File: src/rtl/if_fetch_redirect.sv
// if_fetch_redirect: MIPS IF stage - PC register, single-outstanding imem fetch, IF/ID register.
// Latency: a fetched word lands in IF/ID on the edge that sees Imem_Rvalid (>= 2 cycles after request).
// Backpressure: If_Id_Write=0 parks a returned word in a 1-entry skid buffer (HOLD); FETCH_STATS_EN adds counters.
module if_fetch_redirect #(
  parameter logic [31:0] RESET_PC  = 32'h0000_0000,
  parameter logic [31:0] NOP_INSTR = 32'h0000_0000
) (
  input  logic        clk,
  input  logic        rst_n,
  input  logic        PCSrc,
  input  logic        Jump,
  input  logic [31:0] Branch_Target,
  input  logic [31:0] Jump_Target,
  input  logic        If_Id_Write,
  output logic        Imem_Req,
  output logic [31:0] Imem_Addr,
  input  logic        Imem_Ack,
  input  logic        Imem_Rvalid,
  input  logic [31:0] Imem_Rdata,
  output logic [31:0] If_Id_Instr,
  output logic [31:0] If_Id_PC4,
  output logic        If_Id_Valid,
  output logic        If_Id_Flush
`ifdef FETCH_STATS_EN
  ,
  output logic [31:0] Redirect_Cnt,
  output logic [31:0] Discard_Cnt
`endif
);

  typedef enum logic [1:0] {S_REQ, S_WAIT, S_HOLD, S_DISCARD} state_t;

  state_t      state, state_nxt;
  logic [31:0] pc, pc_nxt, pc_plus4;
  logic [31:0] skid, skid_nxt;
  logic [31:0] load_dat;
  logic        load;
  logic        armed;
  logic        redir;
  logic [31:0] target;

  assign redir       = Jump | PCSrc;
  assign target      = Jump ? Jump_Target : Branch_Target;
  assign pc_plus4    = pc + 32'd4;
  assign Imem_Addr   = pc;
  assign Imem_Req    = armed && (state == S_REQ);
  assign If_Id_Flush = redir;

  // Requests are held off until the first clock edge after reset release.
  always_ff @(posedge clk or negedge rst_n) begin
    if (!rst_n) armed <= 1'b0;
    else        armed <= 1'b1;
  end

  // State, PC and skid buffer registers.
  always_ff @(posedge clk or negedge rst_n) begin
    if (!rst_n) begin
      state <= S_REQ;
      pc    <= RESET_PC;
      skid  <= NOP_INSTR;
    end else begin
      state <= state_nxt;
      pc    <= pc_nxt;
      skid  <= skid_nxt;
    end
  end

  // Next-state: fetch handshake, wrong-path tracking, redirect override.
  always_comb begin
    state_nxt = state;
    pc_nxt    = pc;
    skid_nxt  = skid;
    load      = 1'b0;
    load_dat  = skid;
    case (state)
      S_REQ: begin
        // Rvalid here has no matching request and is ignored.
        if (Imem_Req && Imem_Ack) state_nxt = redir ? S_DISCARD : S_WAIT;
      end
      S_WAIT: begin
        if (Imem_Rvalid) begin
          state_nxt = S_REQ;
          if (!redir) begin
            if (If_Id_Write) begin
              load     = 1'b1;
              load_dat = Imem_Rdata;
            end else begin
              skid_nxt  = Imem_Rdata;
              state_nxt = S_HOLD;
            end
          end
        end else if (redir) begin
          state_nxt = S_DISCARD;
        end
      end
      S_HOLD: begin
        if (redir) begin
          state_nxt = S_REQ;
        end else if (If_Id_Write) begin
          load      = 1'b1;
          load_dat  = skid;
          state_nxt = S_REQ;
        end
      end
      S_DISCARD: begin
        // The response belongs to a wrong-path address.
        if (Imem_Rvalid) state_nxt = S_REQ;
      end
      default: state_nxt = S_REQ;
    endcase
    if (load) pc_nxt = pc_plus4;
    if (redir) begin
      pc_nxt   = target;
      skid_nxt = NOP_INSTR;
    end
  end

  // IF/ID register: flush beats load, load beats bubble, otherwise hold.
  always_ff @(posedge clk or negedge rst_n) begin
    if (!rst_n) begin
      If_Id_Instr <= NOP_INSTR;
      If_Id_PC4   <= 32'h0;
      If_Id_Valid <= 1'b0;
    end else if (redir) begin
      If_Id_Instr <= NOP_INSTR;
      If_Id_Valid <= 1'b0;
    end else if (load) begin
      If_Id_Instr <= load_dat;
      If_Id_PC4   <= pc_plus4;
      If_Id_Valid <= 1'b1;
    end else if (If_Id_Write) begin
      If_Id_Instr <= NOP_INSTR;
      If_Id_Valid <= 1'b0;
    end
  end

`ifdef FETCH_STATS_EN
  logic drop;
  assign drop = Imem_Rvalid && (((state == S_WAIT) && redir) || (state == S_DISCARD));

  // Saturating event counters for redirects and discarded responses.
  always_ff @(posedge clk or negedge rst_n) begin
    if (!rst_n) begin
      Redirect_Cnt <= 32'h0;
      Discard_Cnt  <= 32'h0;
    end else begin
      if (redir && (Redirect_Cnt != 32'hFFFF_FFFF)) Redirect_Cnt <= Redirect_Cnt + 32'd1;
      if (drop && (Discard_Cnt != 32'hFFFF_FFFF))   Discard_Cnt  <= Discard_Cnt + 32'd1;
    end
  end
`endif

endmodule

File: config.mk
export PLATFORM = sky130hd
export DESIGN_NAME = if_fetch_redirect
export DESIGN_NICKNAME = d
export VERILOG_FILES = /design/src/rtl/if_fetch_redirect.sv
export SDC_FILE = /design/constraint.sdc
export NUM_CORES = 1
export LEC_CHECK = 0
export CAP_MARGIN = 40
export CORE_MARGIN = 3
export CORE_UTILIZATION = 43
export CTS_CLUSTER_SIZE = 8
export DETAILED_ROUTE_END_ITERATION = 6
export MAX_ROUTING_LAYER = met4
export PLACE_DENSITY_LB_ADDON = 0.12
export SLEW_MARGIN = 20
export SYNTH_ARGS = -nofsm -noshare
export SYNTH_HDL_FRONTEND = slang
export SYNTH_SLANG_ARGS = --single-unit
File: constraint.sdc
create_clock -name clk -period 1.8 [get_ports clk]
set_input_delay 0.36 -clock clk [delete_from_list [all_inputs] [get_ports clk]]
set_output_delay 0.36 -clock clk [all_outputs]
set_load 0.005 [all_outputs]
* Yosys cells after proc, flatten, opt, wreduce, memory -nomap -nowiden *
Index checks and enable logic that the tools add are counted.
W data, S select, Z words.

word-level totals
  flip-flop bits (word level) = 132
  latch bits = 0
  bits in writable memories = 0
  memory bits (read-only) = 0
  bits of input ports = 103
  output and inout port bits = 99
  word-level logic and storage cells = 58
  memories kept = 0

operators by class
  add/sub/neg operators = 1
  $mul = 0
  div/mod/pow operators = 0
  order comparisons = 0
  equality and inequality tests = 8
  shifts and indexed selects = 0
  mux-type cells = 30
  bitwise operators = 2
  reductions and logical operators = 10

operator list
  operator                 count
  $mux W32                 13
  $add A32 B3 Y32 const B  1
  $mux W2                  9
  $pmux W2 S4              1
  $mux W1                  6
  $ne A3 B3 Y1 const B     2
  $reduce_bool A2 Y1       3
  $eq A2 B2 Y1 const B     2
  $ne A2 B1 Y1 const B     2
  $reduce_and A4 Y1        1
  $reduce_and A3 Y1        1
  $reduce_bool A3 Y1       1
  $eq A2 B1 Y1 const B     1
  $logic_and A1 B1 Y1      2
  $logic_not A2 Y1         1
  $ne A2 B2 Y1 const B     1
  $pmux W1 S2              1
  $reduce_and A2 Y1        1
  $not A1 Y1               1
  $or A1 B1 Y1             1

* Logic depth before layout (Yosys ltp) *
  depth in word-level cells = 6
  depth in mapped cells = 9
  mapped depth without buffers = 7

* Least setup slack after synthesis *
OpenSTA, ideal clock, no wires.

  kind = flip-flop to flip-flop
  from = register state[1]
  to = register If_Id_PC4[0]
  library setup time = 125 ps
  data arrival time = 1809 ps
  path slack = -133 ps
  stages on the path, launching flop included = 8
  buffers on the path = 1
  clock period less this slack = 1933 ps
  cells stage by stage = dfrtp_1 -> inv_1 -> ha_1 -> a21oi_2 -> nor2_1 -> nand2_1 -> buf_2 -> mux2_2

between the ends
  cells in the longest elaborated chain, start to end = 3
  elaborated cells on any way between the ends = 4
  classes of those cells = eq/ne (2); mux (1); reduce/logical (1)

ends and longest elaborated chain
  element                                       line  text
  from (decl)                                   33    state_t state, state_nxt;
  from (signal assigned)                        62    state <= state_nxt;
  $eq A2 B2 Y1 or $eq A2 B1 Y1 (tied branches)  75    case (state)
  $pmux W1 S2 *                                 75
  $reduce_and A2 Y1 (no line) *                 n/a
  to (signal assigned)                          129   If_Id_PC4 <= pc_plus4;
  to (decl)                                     21    output logic [31:0] If_Id_PC4,

Every way passes the cells marked *; elsewhere a longest branch is shown, timed or not.
A chain may end at the register's enable or synchronous reset.

* Worst setup path after layout *
  from = register state[0]
  to = register pc[3], in the netlist Imem_Addr[3]

between the ends
  cells in the longest elaborated chain, start to end = 3
  elaborated cells on any way between the ends = 4
  classes of those cells = eq/ne (2); mux (1); reduce/logical (1)

ends and longest elaborated chain
  element                                       line  text
  $eq A2 B2 Y1 or $eq A2 B1 Y1 (tied branches)  75
  $pmux W1 S2 *                                 75
  $reduce_bool A2 Y1 (no line) *                n/a
  to (signal assigned)                          63    pc <= pc_nxt;
  to (decl)                                     34    logic [31:0] pc, pc_nxt, pc_plus4;

Marks and branches as above.

==> results.sh <==
export IMPL_run_status="finished with violations"
export IMPL_failed_checks="setup timing"
export IMPL_place_ws_ns=-0.2721
export IMPL_syn_area_um2=6605
export IMPL_reg2reg_slack_ns=-0.13
export IMPL_cts_made_buffers=17
export IMPL_r2r_worst_path_cells=9
export IMPL_io_buffers=201
export IMPL_cts_sinks=132
export IMPL_worstSetupEndpoint="Imem_Addr[3]"
export IMPL_vias_per_cell=5.419
export IMPL_p_leak_uw=0.004792
export IMPL_yosys_cell_types_count=50
export IMPL_cpMaxStageDelayCell="dfrtp_1"
export IMPL_dr_pass1_iters=5
export IMPL_synth_seq_area_share=0.5001
export IMPL_die_x_um=129.9
export IMPL_power_density_nw_per_um2=1006
export IMPL_wl_um=21950
export IMPL_cpLargestDelayFamily="multiplexers"
export IMPL_synth_edf_count=0
export IMPL_start_util=0.4477
export IMPL_drive_gt1_frac=0.2490
export IMPL_rsz0062_at_grt="yes"
export IMPL_wire_per_inst_um=18.42
export IMPL_fin_util=0.7319
export IMPL_clk_latency_ns=0.42
export IMPL_fillers=1060
export IMPL_max_freq_mhz=517.2
export IMPL_arrival_ns=2.24
export IMPL_finalHoldViolations=0
export IMPL_root_buffer="clkbuf_16"
export IMPL_diodes=0
export IMPL_layout_setup_ws_ns=-0.1336
export IMPL_synth_nets=801
export IMPL_vdd_ir_drop_max_mv=0.7685
export IMPL_final_cell_area_um2=10800
export IMPL_worstReg2RegEnd="Imem_Addr[3]"
export IMPL_fin_skew_ns=0.009434
export IMPL_vias=6459
export IMPL_drcViolationCount=0
export IMPL_p_switching_uw=3228
export IMPL_p_sw_frac=0.2971
export IMPL_period_needed_ns=1.934
export IMPL_drv_cap=0
export IMPL_hold_class="in2async"
export IMPL_crit_chain="inv_2, ha_4, nand2_8, buf_4, nor2_4, buf_6, mux2i_1, o21ai_0, mux2_2"
export IMPL_crit_path_max_fanout=6
export IMPL_setup_viol=71
export IMPL_period_share=1.074
export IMPL_grt_pass1_wl_um=32750
export IMPL_crit_start="state[0]"
export IMPL_crit_path_max_incr_delay_ns=0.38
export IMPL_clk_path_buf_depth=2
export IMPL_synth_common_cells="nand2_1 (161), dfrtp_1 (132), o21ai_0 (73)"
export IMPL_place_area_um2=9374
export IMPL_grt_max_degree=44
export IMPL_cts_tree="done"
export IMPL_num_rows=44
export IMPL_critPathKind="reg2reg"
export IMPL_gr_total_overflow=0
export IMPL_synth_seq_cells=132
export IMPL_crit_path_start_kind="flop"
export IMPL_p_seq_frac=0.344
export IMPL_p_comb_frac=0.348
export IMPL_synth_area_leader_cell="dfrtp_1"
export IMPL_syn_area_per_cell_um2=9.545
export IMPL_antenna_found_initial=0
export IMPL_crit_buf_inv=3
export IMPL_endpoint_kind="flop"
export IMPL_antenna_left=0
export IMPL_synthFlopType="dfrtp_1"
export IMPL_p_int_uw=7635
export IMPL_cts_htree_levels=4
export IMPL_die_y_um=129.9
export IMPL_layout_nets=1105
export IMPL_syn2layout_area_growth_pct=63.50
export IMPL_drt_iter0_markers=444
export IMPL_clkTransAtPathRegs_ns=0.06
export IMPL_core_um2=14750
export IMPL_synthArstFlopShare=1.000
export IMPL_synth_area_leaders="dfrtp_1 (50%), nand2_1 (9.1%), mux2i_1 (5.8%)"
export IMPL_rr_startpoint="state[0]"
export IMPL_die_area_um2=16880
export IMPL_routabilityCongestion=0.9048
export IMPL_io_pins=202
export IMPL_synth_warnings=0
export IMPL_hpwl_um=14620
export IMPL_synthCells=692
export IMPL_synth_most_common_cell="nand2_1"
export IMPL_p_clk_frac=0.308
export IMPL_netlist_area_leader_share=0.5001
export IMPL_maxSlewViolCount=0
export IMPL_grt_usage=0.2554
export IMPL_worst_path_stages=9
export IMPL_required_ns=2.10
export IMPL_grt_pass1_vias=6614
## routing by layer
metal	part of all wire	GRT usage
met1	0.40	0.3036
met2	0.50	0.4231
met3	0.069	0.06508
met4	0.022	0.08985
met5	0	-
## layout make-up
| class | instances | area, µm² | area share |
|---|---|---|---|
| well taps | 184 | 230.2 | 0.02132 |
| inverters | 9 | 36.28 | 0.003360 |
| clock inverters | 9 | 105.1 | 0.009732 |
| clock buffers | 22 | 464.2 | 0.04298 |
| multi-input cells | 504 | 3334 | 0.3088 |
| flip-flops and latches | 132 | 3312 | 0.3067 |
| repair buffers | 332 | 3317 | 0.3071 |
## power groups by stage
| stage | clock, µW | combinational [µW] | sequential [µW] |
|---|---|---|---|
| finish | 3350 | 3780 | 3740 |
| global route | 3530 | 4060 | 3800 |
| CTS | 3400 | 3460 | 3730 |
| detailed placement | 0 | 3090 | 3770 |
| global placement | 0 | 3010 | 3760 |
| floorplan | 0 | 1170 | 3790 |
## worst reg2reg max path, delay by kind of cell (launching register included)
| kind | cells | cell delay [ns] |
|---|---|---|
| AO/OA/AOI/OAI | 1 | 0.08 |
| AND/OR/NAND/NOR | 2 | 0.24 |
| multiplexers | 2 | 0.44 |
| adder cells (fa/ha/maj) | 1 | 0.30 |
| buffers and inverters | 3 | 0.38 |
| flip-flops | 1 | 0.38 |
## through the flow
step	cells	power (µW)	hold slack (ns)	TNS (ns)
4_1_cts	1174	10590	0.4561	-0.2292
3_3_place_gp	1120	6768	0.3252	-13.40
3_5_place_dp	1120	6861	0.3256	-17.37
6_report	1192	10860	0.4515	-3.474
2_1_floorplan	692	4959	0.06441	-0.00003653
5_1_grt	1192	11380	0.4869	-10.96
## worst min path at each step
stage               startpoint        endpoint  slack (ns)  depth (start not counted)
floorplan                rst_n  If_Id_Instr[0]        0.06                          0
global placement         rst_n   If_Id_PC4[28]        0.33                          1
detailed placement       rst_n   If_Id_PC4[28]        0.33                          1
CTS                      rst_n        state[0]        0.46                          2
global route             rst_n     If_Id_Valid        0.49                          2
finish                   rst_n   If_Id_PC4[28]        0.45                          2
## state kept, by name, summed over array words and instances, names as in the netlist
signal       count
If_Id_Instr     32
If_Id_PC4       32
Imem_Addr       32
skid            32
state            2
If_Id_Valid      1
armed            1
## layout by cell type (no fill, tap or decap), drive strengths merged, types with 8 or more instances in the layout
cell	netlist	routed
a21oi	43	43
a22oi	15	15
buf	16	127
clkbuf	31	27
clkdlybuf4s50	0	181
dfrtp	132	132
dlygate4sd2	0	10
dlymetal6s2s	0	8
inv	9	9
mux2	8	8
mux2i	38	38
nand2	161	161
nand3	24	24
nand4	19	19
nor2	10	10
nor3	10	10
o21ai	84	84
xnor2	11	11
xor2	39	39
## cells by family (layout without fill, tap and decap cells)
group	Yosys count	in the layout	share of synthesized area
mux	46	46	0.07123
buf+inv	56	372	0.04565
fa+ha+maj	6	6	0.01137
flops	132	132	0.5001
xor+xnor	50	50	0.06630
compound gates	157	157	0.1309
simple gates	244	244	0.1739
other cells	1	1	0.0005677
## timing repair
action / in CTS / in global routing
gates resized for setup: 47 / 133
buffers inserted: 22 / 14
hold buffers: 1 / 0
gates cloned: 0 / 6
pin swaps: 17 / 30
endpoints found under the hold margin: 39 / 0
endpoints found under the setup margin: 93 / 87
(Power assumes the default switching activity.)
